`config.mk`:
```
export PLATFORM = sky130hd
export DESIGN_NAME = serdes_link_trainer_flat
export DESIGN_NICKNAME = d
export VERILOG_FILES = /design/src/rtl/serdes_pkg.sv /design/src/rtl/serdes_link_trainer_if.sv /design/src/rtl/sync_2ff.sv /design/src/rtl/serdes_link_trainer.sv /design/src/flat_wrapper.sv
export SDC_FILE = /design/constraint.sdc
export NUM_CORES = 1
export LEC_CHECK = 0
export BUFFER_PORTS_ARGS = -buffer_cell sky130_fd_sc_hd__buf_2
export CAP_MARGIN = 20
export CORE_MARGIN = 2
export CORE_UTILIZATION = 25
export CTS_BUF_LIST = sky130_fd_sc_hd__clkbuf_8 sky130_fd_sc_hd__clkbuf_16
export DETAILED_ROUTE_END_ITERATION = 10
export MAX_ROUTING_LAYER = met4
export PLACE_DENSITY = 0.4
export RECOVER_POWER = 50
export SYNTH_ARGS = -nofsm -noshare
export SYNTH_HDL_FRONTEND = slang
export SYNTH_HIERARCHICAL = 1
export SYNTH_SLANG_ARGS = --single-unit
```
`constraint.sdc`:
```
create_clock -name clk -period 4.3 [get_ports clk]
set_clock_uncertainty 0.2 [all_clocks]
set_input_delay 0.215 -clock clk [delete_from_list [all_inputs] [get_ports clk]]
set_output_delay 0.215 -clock clk [all_outputs]
set_load 0.05 [all_outputs]
```
`src/rtl/serdes_pkg.sv`:
```
// Shared types and constants for the SerDes receive link trainer.
package serdes_pkg;

    // FSM states; the encodings are visible on the state_dbg pins.
    typedef enum logic [2:0] {
        ST_WAIT_LOCK = 3'd0,
        ST_RST_DES   = 3'd1,
        ST_TRAIN1    = 3'd2,
        ST_TRAIN0    = 3'd3,
        ST_UP        = 3'd4,
        ST_RETRY     = 3'd5,
        ST_FAIL      = 3'd6
    } state_e;

    // Pattern the far-end TX sends while tx_train_req is high.
    localparam logic [7:0] IDLE_PATTERN = 8'h7E;

    // Deserializer group indices into grp_aligned / serd_cmd.
    localparam int GRP0 = 0;
    localparam int GRP1 = 1;

    // Shared phase timer width; wide enough for the longest training window.
    localparam int TIMER_W = 16;

    // Registered control outputs, decoded from the FSM state.
    typedef struct packed {
        logic       deser_rst;
        logic [1:0] serd_cmd;
        logic       tx_train_req;
        logic       link_up;
        logic       link_fail;
    } out_s;

    // Output decode for a given state. RETRY holds the deserializer in reset
    // and keeps the far end training so the next attempt starts clean.
    function automatic out_s decode_outputs(input state_e st);
        out_s o;
        o = '{deser_rst: 1'b1, serd_cmd: 2'b00, tx_train_req: 1'b0,
              link_up: 1'b0, link_fail: 1'b0};
        case (st)
            ST_RST_DES: o.tx_train_req = 1'b1;
            ST_TRAIN1: begin
                o.deser_rst      = 1'b0;
                o.serd_cmd[GRP1] = 1'b1;
                o.tx_train_req   = 1'b1;
            end
            ST_TRAIN0: begin
                o.deser_rst      = 1'b0;
                o.serd_cmd[GRP0] = 1'b1;
                o.tx_train_req   = 1'b1;
            end
            ST_UP: begin
                o.deser_rst = 1'b0;
                o.link_up   = 1'b1;
            end
            ST_RETRY:   o.tx_train_req = 1'b1;
            ST_FAIL:    o.link_fail    = 1'b1;
            default:    o = o;
        endcase
        return o;
    endfunction

endpackage

```
`src/rtl/serdes_link_trainer_if.sv`:
```
// Status/control bundle between the link trainer, the deserializer pins and
// the link control registers. slave = trainer side, master = environment side.
interface serdes_link_trainer_if;
    logic       io_locked;
    logic [1:0] grp_aligned;
    logic       retrain;
    logic       deser_rst;
    logic [1:0] serd_cmd;
    logic       tx_train_req;
    logic       link_up;
    logic       link_fail;
    logic [3:0] retry_cnt;
    logic [2:0] state_dbg;

    modport slave (
        input  io_locked, grp_aligned, retrain,
        output deser_rst, serd_cmd, tx_train_req, link_up, link_fail,
               retry_cnt, state_dbg
    );

    modport master (
        output io_locked, grp_aligned, retrain,
        input  deser_rst, serd_cmd, tx_train_req, link_up, link_fail,
               retry_cnt, state_dbg
    );
endinterface

```
`src/rtl/sync_2ff.sv`:
```
// Two-flop synchroniser for a single slow level signal.
module sync_2ff (
    input  logic clk,
    input  logic reset,
    input  logic i_d,
    output logic o_q
);
    logic r_meta;
    logic r_sync;

    // Double-register the asynchronous input; reset reads as "not locked".
    always_ff @(posedge clk) begin
        if (reset) begin
            r_meta <= 1'b0;
            r_sync <= 1'b0;
        end else begin
            r_meta <= i_d;
            r_sync <= r_meta;
        end
    end

    assign o_q = r_sync;
endmodule

```
`src/rtl/serdes_link_trainer.sv`:
```
// Bring-up sequencer for the two-group LVDS receive deserializer: waits for
// IO clock lock, pulses the deserializer reset, trains grp1 then grp0 via
// bitslip enables, and retries or fails on timeout / loss of alignment.
module serdes_link_trainer
    import serdes_pkg::*;
#(
    parameter int unsigned LOCK_WAIT     = 256,
    parameter int unsigned RST_CYCLES    = 8,
    parameter int unsigned TRAIN_TIMEOUT = 4096,
    parameter logic [3:0]  MAX_RETRY     = 4'd3
) (
    input  logic                  clk,
    input  logic                  reset,
    serdes_link_trainer_if.slave  link
);

    localparam logic [TIMER_W-1:0] LOCK_LAST  = TIMER_W'(LOCK_WAIT - 1);
    localparam logic [TIMER_W-1:0] RST_LAST   = TIMER_W'(RST_CYCLES - 1);
    localparam logic [TIMER_W-1:0] TRAIN_LAST = TIMER_W'(TRAIN_TIMEOUT - 1);

    logic               w_lock;
    state_e             r_state;
    state_e             w_state_next;
    logic [TIMER_W-1:0] r_timer;
    logic [TIMER_W-1:0] w_timer_next;
    logic [3:0]         r_retry_cnt;
    logic [3:0]         w_retry_next;
    out_s               r_out;
    out_s               w_out_next;

    sync_2ff u_lock_sync (
        .clk   (clk),
        .reset (reset),
        .i_d   (link.io_locked),
        .o_q   (w_lock)
    );

    // Next-state, timer and retry-count logic; retrain beats lock loss,
    // which beats every phase transition (FAIL ignores lock loss).
    always_comb begin
        w_state_next = r_state;
        w_timer_next = r_timer;
        w_retry_next = r_retry_cnt;

        case (r_state)
            ST_WAIT_LOCK: begin
                if (w_lock && (r_timer == LOCK_LAST)) begin
                    w_state_next = ST_RST_DES;
                end
            end
            ST_RST_DES: begin
                if (r_timer == RST_LAST) begin
                    w_state_next = ST_TRAIN1;
                end
            end
            ST_TRAIN1: begin
                if (link.grp_aligned[GRP1]) begin
                    w_state_next = ST_TRAIN0;
                end else if (r_timer == TRAIN_LAST) begin
                    w_state_next = ST_RETRY;
                end
            end
            ST_TRAIN0: begin
                if (!link.grp_aligned[GRP1]) begin
                    w_state_next = ST_RETRY;
                end else if (link.grp_aligned[GRP0]) begin
                    w_state_next = ST_UP;
                end else if (r_timer == TRAIN_LAST) begin
                    w_state_next = ST_RETRY;
                end
            end
            ST_UP: begin
                if (link.grp_aligned != 2'b11) begin
                    w_state_next = ST_RETRY;
                end
            end
            ST_RETRY: begin
                if (r_retry_cnt == MAX_RETRY) begin
                    w_state_next = ST_FAIL;
                end else begin
                    w_state_next = ST_RST_DES;
                end
            end
            ST_FAIL:  w_state_next = ST_FAIL;
            default:  w_state_next = ST_WAIT_LOCK;
        endcase

        if (!w_lock && (r_state != ST_FAIL)) begin
            w_state_next = ST_WAIT_LOCK;
        end
        if (link.retrain) begin
            w_state_next = ST_WAIT_LOCK;
        end

        // Timer restarts on every state entry (a retrain counts as one),
        // is held at zero while waiting without lock, and saturates.
        if ((w_state_next != r_state) || link.retrain) begin
            w_timer_next = '0;
        end else if ((r_state == ST_WAIT_LOCK) && !w_lock) begin
            w_timer_next = '0;
        end else if (r_timer != '1) begin
            w_timer_next = r_timer + 1'b1;
        end

        // Attempts are counted on entry to RETRY so the count is already
        // updated while RETRY decides between another attempt and FAIL.
        if (link.retrain) begin
            w_retry_next = '0;
        end else if ((w_state_next == ST_RETRY) && (r_state != ST_RETRY)
                     && (r_retry_cnt != 4'hF)) begin
            w_retry_next = r_retry_cnt + 4'd1;
        end

        w_out_next = decode_outputs(w_state_next);
    end

    // State, timer and retry-count registers.
    always_ff @(posedge clk) begin
        if (reset) begin
            r_state     <= ST_WAIT_LOCK;
            r_timer     <= '0;
            r_retry_cnt <= '0;
        end else begin
            r_state     <= w_state_next;
            r_timer     <= w_timer_next;
            r_retry_cnt <= w_retry_next;
        end
    end

    // Output registers, loaded from the next-state decode so they switch
    // together with state_dbg.
    always_ff @(posedge clk) begin
        if (reset) begin
            r_out <= decode_outputs(ST_WAIT_LOCK);
        end else begin
            r_out <= w_out_next;
        end
    end

    assign link.deser_rst    = r_out.deser_rst;
    assign link.serd_cmd     = r_out.serd_cmd;
    assign link.tx_train_req = r_out.tx_train_req;
    assign link.link_up      = r_out.link_up;
    assign link.link_fail    = r_out.link_fail;
    assign link.retry_cnt    = r_retry_cnt;
    assign link.state_dbg    = r_state;

endmodule
```
`src/flat_wrapper.sv`:
```
// flat-port wrapper written by rule: the top's interface ports become plain ports
module serdes_link_trainer_flat import serdes_pkg::*;
#(
    parameter int unsigned LOCK_WAIT     = 256,
    parameter int unsigned RST_CYCLES    = 8,
    parameter int unsigned TRAIN_TIMEOUT = 4096,
    parameter logic [3:0]  MAX_RETRY     = 4'd3
)
  (clk, reset, link_io_locked, link_grp_aligned, link_retrain, link_deser_rst, link_serd_cmd, link_tx_train_req, link_link_up, link_link_fail, link_retry_cnt, link_state_dbg);
  serdes_link_trainer_if link_i ();
  input  logic clk;
  input  logic reset;
  input wire logic [$bits(link_i.io_locked)-1:0] link_io_locked;
  input wire logic [$bits(link_i.grp_aligned)-1:0] link_grp_aligned;
  input wire logic [$bits(link_i.retrain)-1:0] link_retrain;
  output wire logic [$bits(link_i.deser_rst)-1:0] link_deser_rst;
  output wire logic [$bits(link_i.serd_cmd)-1:0] link_serd_cmd;
  output wire logic [$bits(link_i.tx_train_req)-1:0] link_tx_train_req;
  output wire logic [$bits(link_i.link_up)-1:0] link_link_up;
  output wire logic [$bits(link_i.link_fail)-1:0] link_link_fail;
  output wire logic [$bits(link_i.retry_cnt)-1:0] link_retry_cnt;
  output wire logic [$bits(link_i.state_dbg)-1:0] link_state_dbg;
  assign link_i.io_locked = link_io_locked;
  assign link_i.grp_aligned = link_grp_aligned;
  assign link_i.retrain = link_retrain;
  assign link_deser_rst = link_i.deser_rst;
  assign link_serd_cmd = link_i.serd_cmd;
  assign link_tx_train_req = link_i.tx_train_req;
  assign link_link_up = link_i.link_up;
  assign link_link_fail = link_i.link_fail;
  assign link_retry_cnt = link_i.retry_cnt;
  assign link_state_dbg = link_i.state_dbg;
  serdes_link_trainer #(.LOCK_WAIT(LOCK_WAIT), .RST_CYCLES(RST_CYCLES), .TRAIN_TIMEOUT(TRAIN_TIMEOUT), .MAX_RETRY(MAX_RETRY)) u_core (.clk(clk), .reset(reset), .link(link_i));
endmodule
```
* Word level (Yosys, flattened, before mapping) *
Cells that the tools add are included.

storage, ports and cells
  bits of input ports = 6
  output and inout port bits = 13
  logic and storage cells = 63
  flip-flop bits (word level) = 31

operators by class
  mux-type cells = 17
  eq/ne operators = 22
  reduce and logical (&&, ||, !) cells = 12
  add/sub/neg operators = 2

operators by type and width
  cell                     count
  $mux W3                  10
  $pmux W3 S7              1
  $eq A3 B3 Y1 const B     6
  $add A16 B1 Y16 const B  1
  $eq A16 B12 Y1 const B   1
  $eq A16 B3 Y1 const B    1
  $eq A16 B8 Y1 const B    1
  $ne A16 B16 Y1 const B   1
  $eq A3 B2 Y1 const B     4
  $eq A3 B1 Y1 const B     2
  $mux W1                  6
  $ne A3 B3 Y1 const B     2
  $reduce_or A3 Y1         2
  $logic_and A1 B1 Y1      5
  $add A4 B1 Y4 const B    1
  $eq A4 B2 Y1 const B     1
  $ne A4 B4 Y1 const B     1
  $reduce_or A4 Y1         1
  $logic_not A3 Y1         1
  $ne A3 B3 Y1             1
  $ne A2 B2 Y1 const B     1
  $reduce_or A2 Y1         1
  $logic_not A1 Y1         1
  $logic_or A1 B1 Y1       1

* Logic depth before layout (Yosys ltp) *
Gate-level depths: netlist (run 1).

  depth in word-level cells = 10
  mapped depth = 9
  depth with buffers taken out = 7

* Modules after synthesis *
Netlist (run 1), hierarchy kept.

by module, submodules not included
  module               times used  area an instance (µm²)  cells an instance  sequential area each (µm²)
  serdes_link_trainer  1           1747.9                  195                580.6
  sync_2ff             1           52.6                    4                  40.0

* Least setup slack after synthesis (run 1) *
Ideal clock, no wire load.

  path kind = reg-to-reg
  from = register u_core.r_state[1], in the netlist u_core/link.state_dbg[1]
  to = register u_core.r_timer[0]
  arrival = 2.621 ns
  cell stages (with the launch flop) = 10
  setup time = 0.128 ns
  required time = 3.972 ns
  buffers on the path = 3
  path slack = 1.351 ns
  clock period less this slack = 2.949 ns
  cells stage by stage = dfxtp_1 clkbuf_1 nand2_1 mux2i_1 or2_2 clkdlybuf4s15_1 o21bai_1 mux2i_2 buf_2 nor4_2

on the way
  longest elaborated chain between the ends = 9
  elaborated cells between the ends (all ways) = 23
  classes of those cells = eq/ne (8); mux (10); reduce/logical (5)

ends and longest elaborated chain
  what                                 RTL line                                              source
  start, declared                      serdes_link_trainer.sv:22                             state_e r_state;
  start signal, assigned               serdes_link_trainer.sv:124                            r_state <= w_state_next;
  $mux W3                              serdes_link_trainer.sv:59, serdes_link_trainer.sv:68
  $mux W3                              serdes_link_trainer.sv:66                             end else if (link.grp_aligned[GRP0]) begin
  $mux W3                              serdes_link_trainer.sv:64                             if (!link.grp_aligned[GRP1]) begin
  $pmux W3 S7                          serdes_link_trainer.sv:45                             case (r_state)
  $mux W3                              serdes_link_trainer.sv:88                             if (!w_lock && (r_state != ST_FAIL)) begin
  $mux W3                              serdes_link_trainer.sv:91                             if (link.retrain) begin
  $ne A3 B3 Y1                         serdes_link_trainer.sv:97                             if ((w_state_next != r_state) || link.retrain) begin
  $logic_or A1 B1 Y1                   serdes_link_trainer.sv:97
  $reduce_or A3 Y1 (no source line) *  --
  end signal, assigned                 serdes_link_trainer.sv:125                            r_timer <= w_timer_next;
  end, declared                        serdes_link_trainer.sv:24                             logic [TIMER_W-1:0] r_timer;

Every way passes the cells marked *; elsewhere a longest branch is shown, timed or not.
A chain may end at the register's enable or synchronous reset.

* Final worst setup path (run 1) *
  from = register u_core.r_timer[12]
  to = register u_core.r_timer[3]

on the way
  longest elaborated chain between the ends = 10
  elaborated cells between the ends (all ways) = 17
  classes of those cells = eq/ne (5); mux (9); reduce/logical (3)

ends and longest elaborated chain
  what                               RTL line
  $eq A16 B12 Y1                     serdes_link_trainer.sv:59, serdes_link_trainer.sv:68
  $mux W3                            serdes_link_trainer.sv:59, serdes_link_trainer.sv:68
  $mux W3                            serdes_link_trainer.sv:66
  $mux W3                            serdes_link_trainer.sv:64
  $pmux W3 S7                        serdes_link_trainer.sv:45
  $mux W3                            serdes_link_trainer.sv:88
  $mux W3                            serdes_link_trainer.sv:91
  $ne A3 B3 Y1                       serdes_link_trainer.sv:97
  $logic_or A1 B1 Y1                 serdes_link_trainer.sv:97
  $reduce_or A3 Y1 (no source line)  --

Parallel ways exist; a longest one is shown, timed or not.

==> results of run 1 <==
-- synth_stat cells (all sizes together) (6+ instances only) --
| library cell | number | area [um2] |
|---|---|---|
| dfxtp | 31 | 621 |
| nor2 | 23 | 86.3 |
| nand2 | 8 | 30.0 |
| nand3 | 12 | 60.1 |
| xor2 | 7 | 61.3 |
| or4 | 6 | 52.6 |
| nand4 | 9 | 56.3 |
| nor4 | 18 | 184 |
-- cell families after synthesis --
group	Yosys count	share of synthesized area (%)
AO/OA/AOI/OAI	34	15.6
AND/OR/NAND/NOR	105	37.0
XOR/XNOR	10	4.86
buffers and inverters	13	4.24
multiplexers	4	2.43
flip-flops	31	34.5
adder cells (fa/ha/maj)	2	1.39
-- state kept, by name, summed over array words and instances (netlist names) --
signal,flops
u_core/link.link_fail,1
u_core/link.tx_train_req,1
u_core/u_lock_sync/o_q,1
u_core/link.deser_rst,1
u_core/r_timer,16
u_core/link.state_dbg,3
u_core/link.serd_cmd,2
u_core/link.link_up,1
u_core/link.retry_cnt,4
u_core/u_lock_sync/r_meta,1
-- per-layer routing --
metal,GRT usage (%),wire (um)
met1,16.8,2180
met2,19.9,2080
met3,2.80,212
met4,3.72,43
met5,-,0
-- worst paths after layout --
path | depth (start not counted) | end | startpoint | slack [ns]
max | 7 | u_core/r_timer[3]$_SDFFE_PP0P_ | u_core/r_timer[12]$_SDFFE_PP0P_ | 1.12
min | 2 | u_core/u_lock_sync/r_meta$_SDFF_PP0_ | reset | 0.009
max reg2reg | 7 | u_core/r_timer[3]$_SDFFE_PP0P_ | u_core/r_timer[12]$_SDFFE_PP0P_ | 1.12
min reg2reg | 1 | u_core/u_lock_sync/o_q$_SDFF_PP0_ | u_core/u_lock_sync/r_meta$_SDFF_PP0_ | 0.25
-- area by class of cell --
class	instances	area [um2]	area share, %
inverter	4	15.0	0.735
tap	96	120	5.88
clock inverter	1	5.00	0.245
timing repair buffer	22	106	5.21
multi-input combinational	155	1090	53.5
clock buffer	6	82.6	4.04
sequential	31	621	30.4
-- cell usage in the layout (no fill, tap or decap), types with 3 or more instances in the layout --
cell type	n
sky130_fd_sc_hd__nand4_1	9
sky130_fd_sc_hd__nor4_2	9
sky130_fd_sc_hd__and3_1	4
sky130_fd_sc_hd__or4_1	5
sky130_fd_sc_hd__xnor2_1	3
sky130_fd_sc_hd__mux2i_1	3
sky130_fd_sc_hd__nand2_1	8
sky130_fd_sc_hd__o21ai_0	4
sky130_fd_sc_hd__dfxtp_1	31
sky130_fd_sc_hd__nand3_1	12
sky130_fd_sc_hd__nor3_1	3
sky130_fd_sc_hd__clkbuf_8	6
sky130_fd_sc_hd__a21oi_1	4
sky130_fd_sc_hd__nor2b_1	3
sky130_fd_sc_hd__o21bai_1	3
sky130_fd_sc_hd__inv_1	4
sky130_fd_sc_hd__nand2b_1	4
sky130_fd_sc_hd__nor2_1	23
sky130_fd_sc_hd__nor4_1	8
sky130_fd_sc_hd__nand3b_1	3
sky130_fd_sc_hd__buf_2	5
sky130_fd_sc_hd__clkbuf_1	13
sky130_fd_sc_hd__o41ai_1	3
sky130_fd_sc_hd__or3_1	3
sky130_fd_sc_hd__xor2_1	7
sky130_fd_sc_hd__buf_4	3
-- critical path, cell delays in order (launching register included) --
cell and delay [ns]:
sky130_fd_sc_hd__dfxtp_1 0.38, sky130_fd_sc_hd__or4_1 0.60, sky130_fd_sc_hd__or4_4 0.58, sky130_fd_sc_hd__a32oi_1 0.29
sky130_fd_sc_hd__and3_1 0.43, sky130_fd_sc_hd__a221oi_4 0.10, sky130_fd_sc_hd__buf_4 0.24, sky130_fd_sc_hd__nor4b_1 0.26
-- power by group through the flow --
stage / clock, uW / combinational [uW] / sequential [uW]
6_report: 234 / 23.3 / 289
5_1_grt: 252 / 25.4 / 289
4_1_cts: 246 / 23.7 / 289
3_5_place_dp: 0 / 22.8 / 295
3_3_place_gp: 0 / 23.0 / 295
2_1_floorplan: 0 / 14.8 / 295
-- timing repair --
action	in CTS	in global routing
endpoints found under the hold margin	1	0
endpoints found under the setup margin	0	0
hold buffers	1	0
-- stage by stage --
step | std cells | setup WS (ns) | instance area [um2] | power [uW] | hold WS, ns
floorplan | 199 | 1.35 | 1800 | 310 | 0.0866
global placement | 307 | 1.27 | 1970 | 318 | 0.218
detailed placement | 307 | 1.24 | 1970 | 318 | 0.229
CTS | 315 | 1.21 | 2070 | 559 | 0.00842
global route | 315 | 0.824 | 2040 | 566 | 0.0194
finish | 315 | 1.12 | 2040 | 546 | 0.00857
==> parameters.txt, run 1 <==
Parameter                              Value

Run status
  Run status ... finished, final reports clean

Pwr
  Comb power frac ... 4.3%
  Leakage ... 0.000673 uW
  Power density normalized to cell area ... 268 nW/um2
  Net load switching power ... 125 uW
  Worst voltage drop across the vdd grid ... roughly 94 uV
  Clock share of power ... approximately 43%
  Switching power as a share of total power ... 22.8%
  Register share of total power ... 52.9%
  Cell internal pwr ... 422 uW

Clock network
  Level count of the clock H-tree ... 2
  Resized cells post-CTS ... 0
  Clock-pin slew on the worst setup and hold paths ... about 0.070 ns
  Buffers inserted during post-CTS setup optimization ... 0
  Clock latency at the later pin of the worst-skew pair ... 0.28 ns
  TritonCTS clock tree ... built
  Clock tree buffer depth ... 2
  Number of CTS-inserted buffers ... 5
  Clock sink count ... 31
  Buffer type at the clock tree root ... sky130_fd_sc_hd__clkbuf_8

Die
  Std cell rows ... 30
  DIE HEIGHT ... about 89 um
  Starting utilization of the core area ... 26.2%
  CORE AREA ... slightly below 7000 um2
  Top-level port count ... 19
  Die footprint ... 7900 um2
  Floorplan die width ... 88.9 um

Detailed routing
  Average detailed-routed wire length per instance ... 14.3 um
  Detailed-route wire length ... 4510 um
  Number of vias per cell ... 4.95
  Antenna Nets Post-Route ... 0
  Number of remaining DRC errors ... 0
  First-iteration detailed-routing DRC count ... 75
  Via count ... about 1600
  Number of detailed-routing iterations run before antenna repair ... 4

Timing
  Headroom to the max-slew limit ... 54.6%
  Setup repair after global routing missed its margin ... no
  Worst slew pin tran ... 0.675 ns
  Fin Setup TNS ... 0 ns
  Count of endpoints failing hold in the final timing report ... 0
  Number of setup violations in the final report ... 0
  Maximum operating frequency ... 0.315 GHz
  Part of the cycle the worst path needs ... 73.9%
  Final critical-path required period ... 3.18 ns
  Number of max-slew violations in the final report ... 0

Placed design
  Detailed Place HPWL ... 3240 um
  Final Wtd Congestion ... approximately 0.74
  Count of buffers from port buffering ... 18

Synthesis
  Total number of yosys warnings ... 6
  Most frequently used flop master after synthesis ... sky130_fd_sc_hd__dfxtp_1
  Synth Cell Area ... 1800 um2
  Mean instance size in the synthesized netlist ... 9.05 um2
  Number of synthesized flops with an enable pin ... 0
  Post-Synthesis Net Count ... 207
  Proportion of register bits with asynchronous set or reset after synthesis ... 0%
  Yosys reg bits ... 31
  Gate Count Post-Synth ... 199
  Yosys cell types ... 54
  Part of the Yosys area used for sequential elements ... 34.5%

Setup path
  Data required time of the critical path ... around 4.3 ns
  Startpoint-to-endpoint class of the critical path ... register to register
  Setup crit start kind ... register
  Peak fanout along the critical path ... 16
  Endpoint kind of the worst setup timing path ... register
  Data arrival time of the worst path ... 3.16 ns

Final layout
  Fraction of final layout cells sized beyond drive strength 1 ... 15.5%
  Final Util ... 29.7%
  Syn-to-layout area delta ... 13.4%
  Antenna diode instance count ... 0
  Final Net Count ... 227
  Number of fill cells in the layout ... 748

Global route
  Number of global-route vias before repair ... 1470
  First-pass GRT wire length ... 7560 um
  Pin count of the biggest net entering global routing ... 17
  Initial antenna violation count ... 0
  Total track usage ... between 10% and 20%
  Aggregate global routing overflow ... 0

Worst hold path
  Worst hold path type ... primary input to register

Run
  Number of violations of the max-capacitance limit ... 0
No activity file was read; power rests on OpenSTA's default activity.
==> run 2, diff against run 1 <==
--- a/config.mk
+++ b/config.mk
@@ -5,6 +5,7 @@
 export SDC_FILE = /design/constraint.sdc
 export NUM_CORES = 1
 export LEC_CHECK = 0
+export ABC_AREA = 1
 export BUFFER_PORTS_ARGS = -buffer_cell sky130_fd_sc_hd__buf_2
 export CAP_MARGIN = 20
 export CORE_MARGIN = 2
@@ -12,7 +13,7 @@
 export CTS_BUF_LIST = sky130_fd_sc_hd__clkbuf_8 sky130_fd_sc_hd__clkbuf_16
 export DETAILED_ROUTE_END_ITERATION = 10
 export MAX_ROUTING_LAYER = met4
-export PLACE_DENSITY = 0.4
+export PLACE_DENSITY = 0.41
 export RECOVER_POWER = 50
 export SYNTH_ARGS = -nofsm -noshare
 export SYNTH_HDL_FRONTEND = slang
==> constraint.sdc (replaced) <==
create_clock -name clk -period 2.7 [get_ports clk]
set_clock_uncertainty 0.2 [all_clocks]
set_input_delay 0.135 -clock clk [delete_from_list [all_inputs] [get_ports clk]]
set_output_delay 0.135 -clock clk [all_outputs]
set_load 0.05 [all_outputs]
==> parameters.txt, run 2 <==
Parameter                              Value

Detailed routing
  Met3 routed wirelength ... 92 um
  Met1 layer wirelength in the final routing ... 1920 um
  Max layer used ... met4
  Number of vias per cell ... between 4 and 5
  Met2 layer wire length in the routed design ... between 1500 and 2000 um
  Average detailed-routed wire length per instance ... roughly 11 um
  Number of detailed-routing iterations run before antenna repair ... 4
  Antenna Nets Post-Route ... 0
  Number of remaining DRC errors ... 0
  Detailed-route wire length ... a little under 4000 um
  First-iteration detailed-routing DRC count ... 41
  Via count ... 1505

Placed design
  DP Worst Slack ... 0.245 ns
  Count of buffers from port buffering ... 18
  Final Wtd Congestion ... 0.802
  Detailed Place HPWL ... 2940 um

Global route
  Aggregate global routing overflow ... 0
  Total track usage ... 11.6%
  Pin count of the biggest net entering global routing ... 17
  Number of global-route vias before repair ... 1454
  Initial antenna violation count ... 0
  First-pass GRT wire length ... 6750 um

Synthesis
  Total number of yosys warnings ... 6
  Part of the Yosys area used for sequential elements ... 35.3%
  Mean instance size in the synthesized netlist ... 7.39 um2
  Synth area leader ... sky130_fd_sc_hd__dfxtp_1
  Most repeated cell in the gate-level netlist after synthesis ... sky130_fd_sc_hd__nand2_1
  Top post-synthesis cells by count ... sky130_fd_sc_hd__nand2_1 (43), sky130_fd_sc_hd__nor2_1 (42), sky130_fd_sc_hd__dfxtp_1 (31), sky130_fd_sc_hd__nand3_1 (21), sky130_fd_sc_hd__inv_1 (20)
  Number of synthesized flops with an enable pin ... 0
  Gate Count Post-Synth ... 238
  Synth Cell Area ... approximately 1800 um2
  Portion of synthesized cell area occupied by the leading cell type ... 35.3%
  Yosys reg bits ... 31
  Proportion of register bits with asynchronous set or reset after synthesis ... 0%
  Area contributors post-synth ... sky130_fd_sc_hd__dfxtp_1 (35%), sky130_fd_sc_hd__nand2_1 (9.2%), sky130_fd_sc_hd__nor2_1 (9.0%)
  Post-Synthesis Net Count ... 246
  Yosys cell types ... 28
  Most frequently used flop master after synthesis ... sky130_fd_sc_hd__dfxtp_1

Clock network
  Clock latency at the later pin of the worst-skew pair ... 0.28 ns
  Buffer type at the clock tree root ... sky130_fd_sc_hd__clkbuf_8
  Clock sink count ... 31
  Clock tree buffer depth ... 2
  TritonCTS clock tree ... built
  Number of CTS-inserted buffers ... 5
  Level count of the clock H-tree ... 2
  Clock-pin slew on the worst setup and hold paths ... 0.07 ns

Final layout
  Max FFs per register ... 16
  Final Util ... 30.6%
  Fraction of final layout cells sized beyond drive strength 1 ... 17.9%
  Final Net Count ... 276
  Most common cell after layout, fill and taps aside ... sky130_fd_sc_hd__nand2_1
  Commonest cells after routing, fill and taps aside ... sky130_fd_sc_hd__nand2_1 (44), sky130_fd_sc_hd__nor2_1 (42), sky130_fd_sc_hd__dfxtp_1 (31), sky130_fd_sc_hd__nand3_1 (21), sky130_fd_sc_hd__inv_1 (20)
  Largest Register ... u_core/r_timer
  Syn-to-layout area delta ... 18.1%
  Antenna diode instance count ... 0

Pwr
  Register share of total power ... 53.4%
  Net load switching power ... 191 uW
  Cell internal pwr ... 669 uW
  Comb power frac ... about 2.9%
  Overall power ... 860 uW
  Clock share of power ... 43.7%
  Switching power as a share of total power ... between 20% and 30%
  Leakage ... between 0.0008 and 0.0009 uW
  Worst voltage drop across the vdd grid ... 219 uV
  Power density normalized to cell area ... 414 nW/um2

Timing
  Final critical-path required period ... 2.35 ns
  Fin Setup TNS ... 0 ns
  Number of setup violations in the final report ... 0
  Setup repair after global routing missed its margin ... no
  Headroom to the max-slew limit ... 50.6%
  Worst slew pin tran ... approximately 0.73 ns
  Final-layout worst hold slack ... around 0.17 ns
  Maximum operating frequency ... between 0.4 and 0.5 GHz
  Part of the cycle the worst path needs ... 87.2%
  Number of max-slew violations in the final report ... 0
  Least setup slack across all paths after layout ... 0.345 ns
  Count of endpoints failing hold in the final timing report ... 0

Setup path
  Data required time of the critical path ... 2.71 ns
  Endpoint kind of the worst setup timing path ... register
  Startpoint-to-endpoint class of the critical path ... register to register
  Data arrival time of the worst path ... between 2 and 2.5 ns
  FF-to-FF setup slack ... 0.35 ns
  Peak fanout along the critical path ... 16
  Setup crit start kind ... register

Die
  Std cell rows ... 30
  Top-level port count ... 19
  Die footprint ... slightly below 8000 um2
  DIE HEIGHT ... 87.9 um
  CORE AREA ... 6790 um2
  Starting utilization of the core area ... about a quarter
  Floorplan die width ... 87.9 um

Worst hold path
  Worst hold path type ... primary input to register

Run
  Number of violations of the max-capacitance limit ... 0

Run status
  Run status ... finished, final reports clean
## run 2: changes by cell type after synthesis, moves of 5 or more
cell	change
sky130_fd_sc_hd__nor2_1	+19
sky130_fd_sc_hd__nor2_2	+5
sky130_fd_sc_hd__nor2_4	+11
sky130_fd_sc_hd__nor4_2	-9
sky130_fd_sc_hd__nand3_1	+9
sky130_fd_sc_hd__inv_2	+6
sky130_fd_sc_hd__nand2_1	+35
sky130_fd_sc_hd__inv_1	+16
sky130_fd_sc_hd__nor4_1	-6
## run 2: per-stage QoR
step	instances	area, um2
3_3_place_gp	353	1960
2_1_floorplan	238	1760
4_1_cts	364	2090
6_report	364	2080
5_1_grt	364	2080
3_5_place_dp	353	1960
## run 2: what timing repair did
item                                    CTS  global route
hold endpoints to repair                  8             0
endpoints found under the setup margin    0             6
hold buffers                              4             0
setup buffers                             0             0
gates resized for setup                   0             1
## run 2: worst paths after layout
kind                                   startpoint                           endpoint  cells past startpoint
max                u_core/r_timer[0]$_SDFFE_PP0P_    u_core/r_timer[10]$_SDFFE_PP0P_                     13
min                           link_grp_aligned[1]     u_core/link.link_up$_SDFF_PP0_                      5
max reg2reg        u_core/r_timer[0]$_SDFFE_PP0P_    u_core/r_timer[10]$_SDFFE_PP0P_                     13
min reg2reg  u_core/u_lock_sync/r_meta$_SDFF_PP0_  u_core/u_lock_sync/o_q$_SDFF_PP0_                      2
## run 2: cell families (layout without fill, tap and decap cells)
logic type | Yosys count | count (layout) | share of synthesized area [%]
compound gates | 12 | 12 | 4.20
simple gates | 151 | 151 | 44.9
flops | 31 | 31 | 35.3
mux | 1 | 1 | 0.569
xor+xnor | 14 | 14 | 6.97
buf+inv | 27 | 57 | 6.69
fa+ha+maj | 2 | 2 | 1.42
## run 2: metal layers
metal	track usage [%]	vias up
met5	-	-
met4	3.78	0
met3	2.83	2
met2	18.5	18
met1	14.4	666
li1	-	819
## run 2: layout make-up
cell class / instances / area [um2]
clock inverter: 1 / 5.00
clock buffer: 6 / 82.6
timing repair buffer: 24 / 128
multi-input combinational: 180 / 1020
inverter: 26 / 97.6
fill: 764 / 4720
sequential: 31 / 621
tap: 96 / 120
## run 2: worst max-delay path: stages, from the launching register on
cell                      delay (ns)
sky130_fd_sc_hd__dfxtp_1        0.37
sky130_fd_sc_hd__ha_1           0.22
sky130_fd_sc_hd__nand3_1        0.14
sky130_fd_sc_hd__nor2_4         0.18
sky130_fd_sc_hd__nand2_2        0.11
sky130_fd_sc_hd__nor2_1         0.11
sky130_fd_sc_hd__nor2_1         0.07
sky130_fd_sc_hd__nand2_2        0.07
sky130_fd_sc_hd__nand2_1        0.09
sky130_fd_sc_hd__nand2_1        0.08
sky130_fd_sc_hd__nand4_1        0.09
sky130_fd_sc_hd__nor2_2         0.17
sky130_fd_sc_hd__nand2_4        0.23
sky130_fd_sc_hd__nor2_1         0.16
## run 2: power by group through the flow
stage          sequential (uW)  clock [uW]  combinational, uW
3_5_place_dp               470           0               20.9
2_1_floorplan              470           0               13.0
5_1_grt                    459         417               27.6
3_3_place_gp               470           0               21.0
4_1_cts                    459         395               25.3
6_report                   459         376               24.7
